**src/rtl/kalman_result_buffer.sv**
```systemverilog
// Ping-pong result buffer behind the Kalman core: saturates 36-bit results to 32 bits and
// exposes a frame to EMIF reads only when WIP falls, so the DSP always sees a coherent snapshot.
module kalman_result_buffer #(
  parameter int ADDR_W = 9,
  parameter int DEPTH  = 64,
  parameter int IN_W   = 36,
  parameter int OUT_W  = 32
) (
  input  logic              clk_i,
  input  logic              rst_n_i,
  input  logic              mem_we_i,
  input  logic [ADDR_W-1:0] mem_addr_i,
  input  logic [IN_W-1:0]   mem_data_i,
  input  logic              wip_i,
  input  logic              lock_i,
  input  logic              clr_i,
  input  logic              rd_en_i,
  input  logic [ADDR_W-1:0] rd_addr_i,
  output logic [OUT_W-1:0]  rd_data_o,
  output logic              rd_bank_o,
  output logic [15:0]       frame_cnt_o,
  output logic              new_frame_o,
  output logic              sat_o,
  output logic              overrun_o,
  output logic              addr_err_o
);
  localparam int IDX_W = (DEPTH > 1) ? $clog2(DEPTH) : 1;
  localparam logic [OUT_W-1:0] MAX_POS = {1'b0, {(OUT_W-1){1'b1}}};
  localparam logic [OUT_W-1:0] MAX_NEG = {1'b1, {(OUT_W-1){1'b0}}};

  typedef enum logic [1:0] {IDLE, BUSY, COMMIT} state_t;

  state_t           r_state;
  logic [1:0]       r_rst_sync;
  logic             r_wip_q;
  logic             r_wrote_any;
  logic             r_rd_bank;
  logic             r_new_frame;
  logic             r_sat;
  logic             r_overrun;
  logic             r_addr_err;
  logic [15:0]      r_frame_cnt;
  logic [OUT_W-1:0] r_rd_data;
  logic [OUT_W-1:0] r_mem [2][DEPTH];

  logic                w_rst_n;
  logic                w_wr_ok;
  logic                w_wr_bad;
  logic                w_rd_ok;
  logic                w_in_range;
  logic                w_sat_hit;
  logic [IN_W-OUT_W:0] w_head;
  logic [OUT_W-1:0]    w_wr_data;
  logic [IDX_W-1:0]    w_wr_idx;
  logic [IDX_W-1:0]    w_rd_idx;

  // Asynchronous assertion, release re-timed to clk_i so no flop sees a late deassertion.
  always_ff @(posedge clk_i or negedge rst_n_i) begin
    if (!rst_n_i) r_rst_sync <= '0;
    else          r_rst_sync <= {r_rst_sync[0], 1'b1};
  end
  assign w_rst_n = r_rst_sync[1];

  assign w_wr_ok  = mem_we_i & (mem_addr_i <  ADDR_W'(DEPTH));
  assign w_wr_bad = mem_we_i & (mem_addr_i >= ADDR_W'(DEPTH));
  assign w_rd_ok  = rd_addr_i < ADDR_W'(DEPTH);
  assign w_wr_idx = mem_addr_i[IDX_W-1:0];
  assign w_rd_idx = rd_addr_i[IDX_W-1:0];

  // The value fits OUT_W signed bits only when every bit above the OUT_W sign bit copies it.
  assign w_head     = mem_data_i[IN_W-1:OUT_W-1];
  assign w_in_range = (&w_head) | ~(|w_head);
  assign w_wr_data  = w_in_range ? mem_data_i[OUT_W-1:0]
                                 : (mem_data_i[IN_W-1] ? MAX_NEG : MAX_POS);
  assign w_sat_hit  = w_wr_ok & ~w_in_range;

  // NOTE: RAM has no reset; its content is undefined after reset, and a reset port would
  // stop it mapping onto block RAM.
  always_ff @(posedge clk_i) begin
    if (w_wr_ok) r_mem[~r_rd_bank][w_wr_idx] <= w_wr_data;
  end

  // NOTE: sequential state uses non-blocking assignments only, so every flop samples
  // pre-edge values regardless of statement order; later statements win on conflict.
  always_ff @(posedge clk_i or negedge w_rst_n) begin
    if (!w_rst_n) begin
      r_state     <= IDLE;
      r_wip_q     <= 1'b0;
      r_wrote_any <= 1'b0;
      r_rd_bank   <= 1'b0;
      r_frame_cnt <= '0;
      r_new_frame <= 1'b0;
      r_sat       <= 1'b0;
      r_overrun   <= 1'b0;
      r_addr_err  <= 1'b0;
    end else begin
      r_wip_q     <= wip_i;
      r_new_frame <= 1'b0;
      if (clr_i) begin
        r_sat      <= 1'b0;
        r_overrun  <= 1'b0;
        r_addr_err <= 1'b0;
      end
      case (r_state)
        IDLE:   if (wip_i && !r_wip_q) r_state <= BUSY;
        BUSY:   if (!wip_i && r_wip_q) r_state <= COMMIT;
        COMMIT: begin
          r_state     <= wip_i ? BUSY : IDLE;
          r_wrote_any <= 1'b0;
          if (r_wrote_any) begin
            if (lock_i) begin
              r_overrun <= 1'b1;
            end else begin
              r_rd_bank   <= ~r_rd_bank;
              r_frame_cnt <= r_frame_cnt + 16'd1;
              r_new_frame <= 1'b1;
            end
          end
        end
        default: r_state <= IDLE;
      endcase
      // A write in the COMMIT cycle belongs to the next frame, so it overrides the clear.
      if (w_wr_ok)   r_wrote_any <= 1'b1;
      if (w_sat_hit) r_sat       <= 1'b1;
      if (w_wr_bad)  r_addr_err  <= 1'b1;
    end
  end

  always_ff @(posedge clk_i or negedge w_rst_n) begin
    if (!w_rst_n)     r_rd_data <= '0;
    else if (rd_en_i) r_rd_data <= w_rd_ok ? r_mem[r_rd_bank][w_rd_idx] : '0;
  end

  assign rd_data_o   = r_rd_data;
  assign rd_bank_o   = r_rd_bank;
  assign frame_cnt_o = r_frame_cnt;
  assign new_frame_o = r_new_frame;
  assign sat_o       = r_sat;
  assign overrun_o   = r_overrun;
  assign addr_err_o  = r_addr_err;

endmodule

```
**config.mk**
```make
export PLATFORM = sky130hd
export DESIGN_NAME = kalman_result_buffer
export DESIGN_NICKNAME = d
export VERILOG_FILES = /design/src/rtl/kalman_result_buffer.sv
export SDC_FILE = /design/constraint.sdc
export NUM_CORES = 2
export LEC_CHECK = 0
export CAP_MARGIN = 20
export CORE_MARGIN = 2
export CORE_UTILIZATION = 45
export CTS_CLUSTER_SIZE = 20
export DETAILED_ROUTE_END_ITERATION = 10
export GPL_ROUTABILITY_DRIVEN = 1
export GPL_TIMING_DRIVEN = 1
export SLEW_MARGIN = 10
export SYNTH_ARGS = -nofsm -noshare
export SYNTH_HDL_FRONTEND = slang
export SYNTH_SLANG_ARGS = --single-unit
```
**constraint.sdc**
```tcl
create_clock -name clk_i -period 1.9 [get_ports clk_i]
set_input_delay 0.19 -clock clk_i [delete_from_list [all_inputs] [get_ports clk_i]]
set_output_delay 0.19 -clock clk_i [all_outputs]
set_load 0.01 [all_outputs]
```
# --- After elaboration in Yosys (flattened, before gate mapping) ---
# Memory sizes are Yosys's and may differ from the RTL's.
# Cells that the tools add are included.
# W data, S select, Z words.
word_totals:
  word_cells: 72
  register_bits: 59
  input_bits: 61
  mem_count: 1
  output_inout_bits: 53
  mem_bits_rw: 4096
mem_list:
  columns: ["memory", "words", "width", "rd", "rd_ports_with_merged_regs", "wr", "line_no", "text"]
  rows:
  - ["r_mem", 2, 2048, 1, 0, 1, "44", "logic [OUT_W-1:0] r_mem [2][DEPTH];"]
op_classes:
  eq_ne: 4
  bitwise_logic: 10
  mux: 26
  reduce_logical: 13
  add_sub_neg: 1
  n_lt_le_gt_ge: 6
op_table:
  columns: ["cell", "n"]
  rows:
  - ["$mux W2048", 1]
  - ["$bmux W32 S6", 1]
  - ["$demux W32 S6", 1]
  - ["$mux W32", 6]
  - ["$lt A9 B7 Y1 const B", 2]
  - ["$add A16 B1 Y16 const B", 1]
  - ["$ge A7 B7 Y1 const B", 2]
  - ["$mux W1", 14]
  - ["$not A6 Y7", 2]
  - ["$ge A9 B7 Y1 const B", 1]
  - ["$lt A7 B1 Y1 const B", 1]
  - ["$pmux W2 S3", 1]
  - ["$reduce_bool A2 Y1", 3]
  - ["$reduce_and A5 Y1", 1]
  - ["$reduce_or A5 Y1", 1]
  - ["$mux W2", 2]
  - ["$ne A2 B2 Y1 const B", 2]
  - ["$not A1 Y1", 4]
  - ["$and A1 B1 Y1", 3]
  - ["$logic_and A1 B1 Y1", 3]
  - ["$reduce_and A3 Y1", 1]
  - ["$eq A2 B1 Y1 const B", 1]
  - ["$eq A2 B2 Y1 const B", 1]
  - ["$logic_not A1 Y1", 2]
  - ["3 further kinds", 3]

# --- Depth between registers and ports, before layout ---
depth:
  word_depth: 6
  ltp_mapped: 11
  ltp_nobuf: 5

# --- Worst setup path after synthesis ---
# OpenSTA, ideal clock, no wires.
synth_path:
  path_kind: "reg2reg"
  start: "reg r_rd_bank, in the netlist rd_bank_o"
  end: "mem r_mem[0][288] (netlist name), enable pin"
  n_path_buf: 7
  path_stages_with_launch: 11
  synth_period_minus_slack_ns: 3.906
  setup_ns: 0.421
  arrival_time_ns: 3.485
  t_required_ns: 1.479
  path_slack_ns: -2.006
  path_cell_list: "dfrtp_1 clkbuf_2 buf_6 buf_6 buf_6 buf_4 buf_2 buf_2 nor2b_1 nand3_1 nor2_1"
synth_between:
  elab_chain_len: 1
synth_rtl:
  columns: ["item", "line_no", "text"]
  rows:
  - ["start: declaration", "37", "logic r_rd_bank;"]
  - ["start signal: assignment", "114", "r_rd_bank <= ~r_rd_bank;"]
  - ["$not A1 Y1", "80", "if (w_wr_ok) r_mem[~r_rd_bank][w_wr_idx] <= w_wr_data;"]
  - ["end: declaration", "44", null]
# Every way passes these cells.

# --- Final worst setup path ---
layout_path:
  start: "reg r_rd_bank, in the netlist rd_bank_o"
  end: "reg r_rd_data[28], in the netlist rd_data_o[28]"
layout_between:
  elab_chain_len: 5
layout_rtl:
  columns: ["item", "line_no", "text"]
  rows:
  - ["$mem_v2 Z2 W2048", null, null]
  - ["$bmux W32 S6", "131", "else if (rd_en_i) r_rd_data <= w_rd_ok ? r_mem[r_rd_bank][w_rd_idx] : '0;"]
  - ["$mux W32 (implied by the code) (2 in series)", "131", null]
  - ["$mux W32", "131", null]
  - ["end signal: assignment", "131", null]
  - ["end: declaration", "43", "logic [OUT_W-1:0] r_rd_data;"]
# Every way passes these cells. The select of a mux whose other input is x is not followed.
# A chain may end at the register's enable or synchronous reset.

==> qor.yml <==
portBuffers: 113
htree_levels: 5
min-delay-path-class: "in2reg"
drv_cap: 0
cts_buffers: 422
grtUsageTotal_pct: 25.4
grt_first_pass_wirelength_mm: 629
die_h_um: 597
synthesis.area_mm2: 0.158
path_cells: "buf_12, buf_16, buf_8, buf_12, mux4_2, mux4_2, o211ai_1, buf_4, o211ai_1"
grt_max_degree: 69
ys.flop_type: "edfxtp_1"
setup_ws_ns: -1.24
required_ns: 2.76
p_leak_uw: 0.0644
die_area_mm2: 0.357
hold_ws_ns: 0.0703
areaGrowthSynthToFinish_pct: 26.1
final_common_cell: "edfxtp_1"
initial_utilization_pct: 45.3
worstPathMaxFanout: 9
drcViolationCount: 0
avgSynthCellArea_um2: 24.3
p_per_area_mw_per_mm2: 1140
ys_seq_area_share_pct: 78.6
switching_share_pct: 24.0
violations: "negative setup slack"
routedWlPerCell_um: 36.0
reg2reg_depth: 9
period_minus_slack_ns: 3.14
cp.depth: 9
status: "complete, but fails checks"
drt_first_pass_iters: 5
routabilityCongestion: 0.859
place_area_mm2: 0.178
final_core_util_pct: 57.1
nets: 8148
viasPerCell: 6.20
finalHoldViolCount: 0
net-switching-power_uw: 54400
pwr-share-clk_pct: 36.3
critPathLaunchType: "register"
core.rowCount: 217
design_area_mm2: 0.200
cp-end-kind: "register"
path_buf_inv: 5
hpwlAfterDp_mm: 278
routed_wl_mm: 470
p_comb_share_pct: 19.0
worstMarginPinSlew_ns: 0.816
io_pins: 114
vias: 80847
synth_cells: 6507
cts_tree: "yes"
cts_max_path_buffers: 4
drv_slew: 0
rsz0062_at_grt: "true"
finalSetupViolations: 4181
fin_setup_tns_ns: -2917.40
postSynth.asyncResetShare_pct: 1.42
fin_skew_ns: 0.0733
synth_edf_count: 4096
antenna_found_initial: 25
path_class: "reg2reg"
synth_cell_types: 51
yosysWarnings: 0
min_path_cells: 4
critPathSlowestCell: "o211ai_1"
cts-root-buf: "clkbuf_16"
worst_ep_arrival_time_ns: 4.00
overflow: 0
clock-sinks: 4155
layout_common_cells: "edfxtp_1 (4096), mux4_2 (1176), buf_4 (625)"
ir_worst_vdd_uv: 814
die_x_um: 597
syn_nets: 6569
ant_nets: 0
clock.fmax_mhz: 318
slowest_delay_ns: 0.59
period_share_pct: 165
path_clk_slew_ns: 0.06
drive_gt1_share_pct: 41.5
insertion_delay_ns: 0.99
internal_power_uw: 173000
core_mm2: 0.350
grt_pass1_vias: 78886
slew_headroom_pct: 45.4
p_seq_share_pct: 44.7
cp_top_family: "multiplexers"
ys_seq_elements: 4155
dr.first_iter.drc_count: 11261
==> power groups by stage <==
stage | sequential (µW) | clock, µW | combinational [µW]
2_1_floorplan | 104000 | 0 | 23300
3_3_place_gp | 104000 | 0 | 35000
3_5_place_dp | 104000 | 0 | 35400
4_1_cts | 102000 | 83400 | 42000
5_1_grt | 102000 | 86900 | 45300
6_report | 102000 | 82400 | 43200
==> state kept, by name, indices dropped and copies added (netlist names) <==
| name | cells |
|---|---|
| addr_err_o | 1 |
| frame_cnt_o | 16 |
| new_frame_o | 1 |
| overrun_o | 1 |
| r_mem | 4096 |
| r_rst_sync | 2 |
| r_state | 2 |
| r_wip_q | 1 |
| r_wrote_any | 1 |
| rd_bank_o | 1 |
| rd_data_o | 32 |
| sat_o | 1 |
==> layer usage <==
layer	global-route usage (%)	up-vias	routed length [µm]
met5	0	-	23
met4	8.26	4	17000
met3	4.15	668	42000
met2	41.1	4388	228000
met1	35.5	44286	183000
li1	-	31501	-
==> cell type report <==
| class | instances | area, µm² |
|---|---|---|
| fillers | 24794 | 150000 |
| flip-flops and latches | 4155 | 124000 |
| multi-input cells | 1994 | 34700 |
| repair buffers | 1504 | 21000 |
| clock buffers | 525 | 11100 |
| well taps | 4599 | 5750 |
| clock inverters | 253 | 2620 |
| inverters | 9 | 48.8 |
| diodes | 10 | 25.0 |
==> worst register-to-register path, delay by kind of cell, from the launching register on <==
family	cells	cell delay, ns
AOI/OAI and AO/OA	2	0.67
muxes	2	1.03
DFF	1	0.41
buffers and inverters	5	0.92
==> kinds of logic (layout without fill, tap and decap cells) <==
kind of cell / count (synthesis) / after routing / synth area share, %
and+or+nand+nor: 325 / 325 / 0.914
AOI/OAI and AO/OA: 271 / 271 / 1.29
buffers and inverters: 358 / 2291 / 1.04
DFF: 4155 / 4155 / 78.6
muxes: 1380 / 1380 / 18.0
xor gates and xnor gates: 16 / 16 / 0.0885
other: 1 / 11 / 0.00237
adders and majority gates: 1 / 1 / 0.00790
==> cells in the mapped netlist (2+ instances only) <==
| cell type | instances | area [µm²] |
|---|---|---|
| nor3_1 | 3 | 15.0 |
| a21oi_1 | 4 | 20.0 |
| dfrtp_1 | 59 | 1480 |
| nand4_1 | 7 | 43.8 |
| a32oi_1 | 10 | 87.6 |
| o2111ai_1 | 13 | 114 |
| and3_1 | 4 | 25.0 |
| nand2_1 | 26 | 97.6 |
| inv_1 | 8 | 30.0 |
| nand3_1 | 19 | 95.1 |
| a221oi_1 | 4 | 35.0 |
| buf_2 | 123 | 616 |
| and2_1 | 2 | 12.5 |
| buf_6 | 9 | 101 |
| nor2b_1 | 43 | 269 |
| nor4_1 | 2 | 12.5 |
| a21o_1 | 31 | 233 |
| clkbuf_1 | 155 | 582 |
| o21ai_0 | 3 | 15.0 |
| o211ai_1 | 50 | 375 |
| mux2i_1 | 193 | 1930 |
| nor2_1 | 208 | 781 |
| a22oi_1 | 68 | 510 |
| a211oi_1 | 32 | 240 |
| mux2_2 | 11 | 124 |
| a2111oi_0 | 18 | 158 |
| mux4_2 | 1176 | 26500 |
| edfxtp_1 | 4096 | 123000 |
| xnor2_1 | 10 | 87.6 |
| o22ai_1 | 32 | 200 |
| xor2_1 | 6 | 52.6 |
| buf_4 | 21 | 158 |
| nor3b_1 | 2 | 15.0 |
| buf_1 | 40 | 150 |
| nand4b_1 | 3 | 26.3 |
==> what timing repair did <==
action	4_1_cts	5_1_grt
gates cloned	54	73
endpoints found under the hold margin	24	0
setup endpoints to repair	4181	4184
buffers inserted	133	92
hold buffers	15	0
pin swaps	60	63
resized for setup	363	203
==> metrics by stage <==
stage	setup WS [ns]	std cells	power [µW]
finish	-1.24	13049	227000
global placement	-2.68	11914	139000
CTS	-1.26	12893	227000
global route	-1.27	13042	234000
detailed placement	-1.80	11916	139000
floorplan	-1.24	6507	127000
==> final timing paths <==
path,startpoint,endpoint,slack (ns)
setup / recovery,rd_bank_o$_DFFE_PN0P_,rd_data_o[28]$_DFFE_PN0P_,-1.24
hold / removal,rd_addr_i[1],rd_data_o[25]$_DFFE_PN0P_,0.07
setup reg to reg,rd_bank_o$_DFFE_PN0P_,rd_data_o[28]$_DFFE_PN0P_,-1.24
hold reg to reg,r_rst_sync[1]$_DFF_PN0_,frame_cnt_o[13]$_DFFE_PN0P_,0.32
max in group asynchronous,r_rst_sync[1]$_DFF_PN0_,rd_data_o[11]$_DFFE_PN0P_,0.68
min in group asynchronous,r_rst_sync[1]$_DFF_PN0_,frame_cnt_o[13]$_DFFE_PN0P_,0.32
No activity file was read; power rests on OpenSTA's default activity.
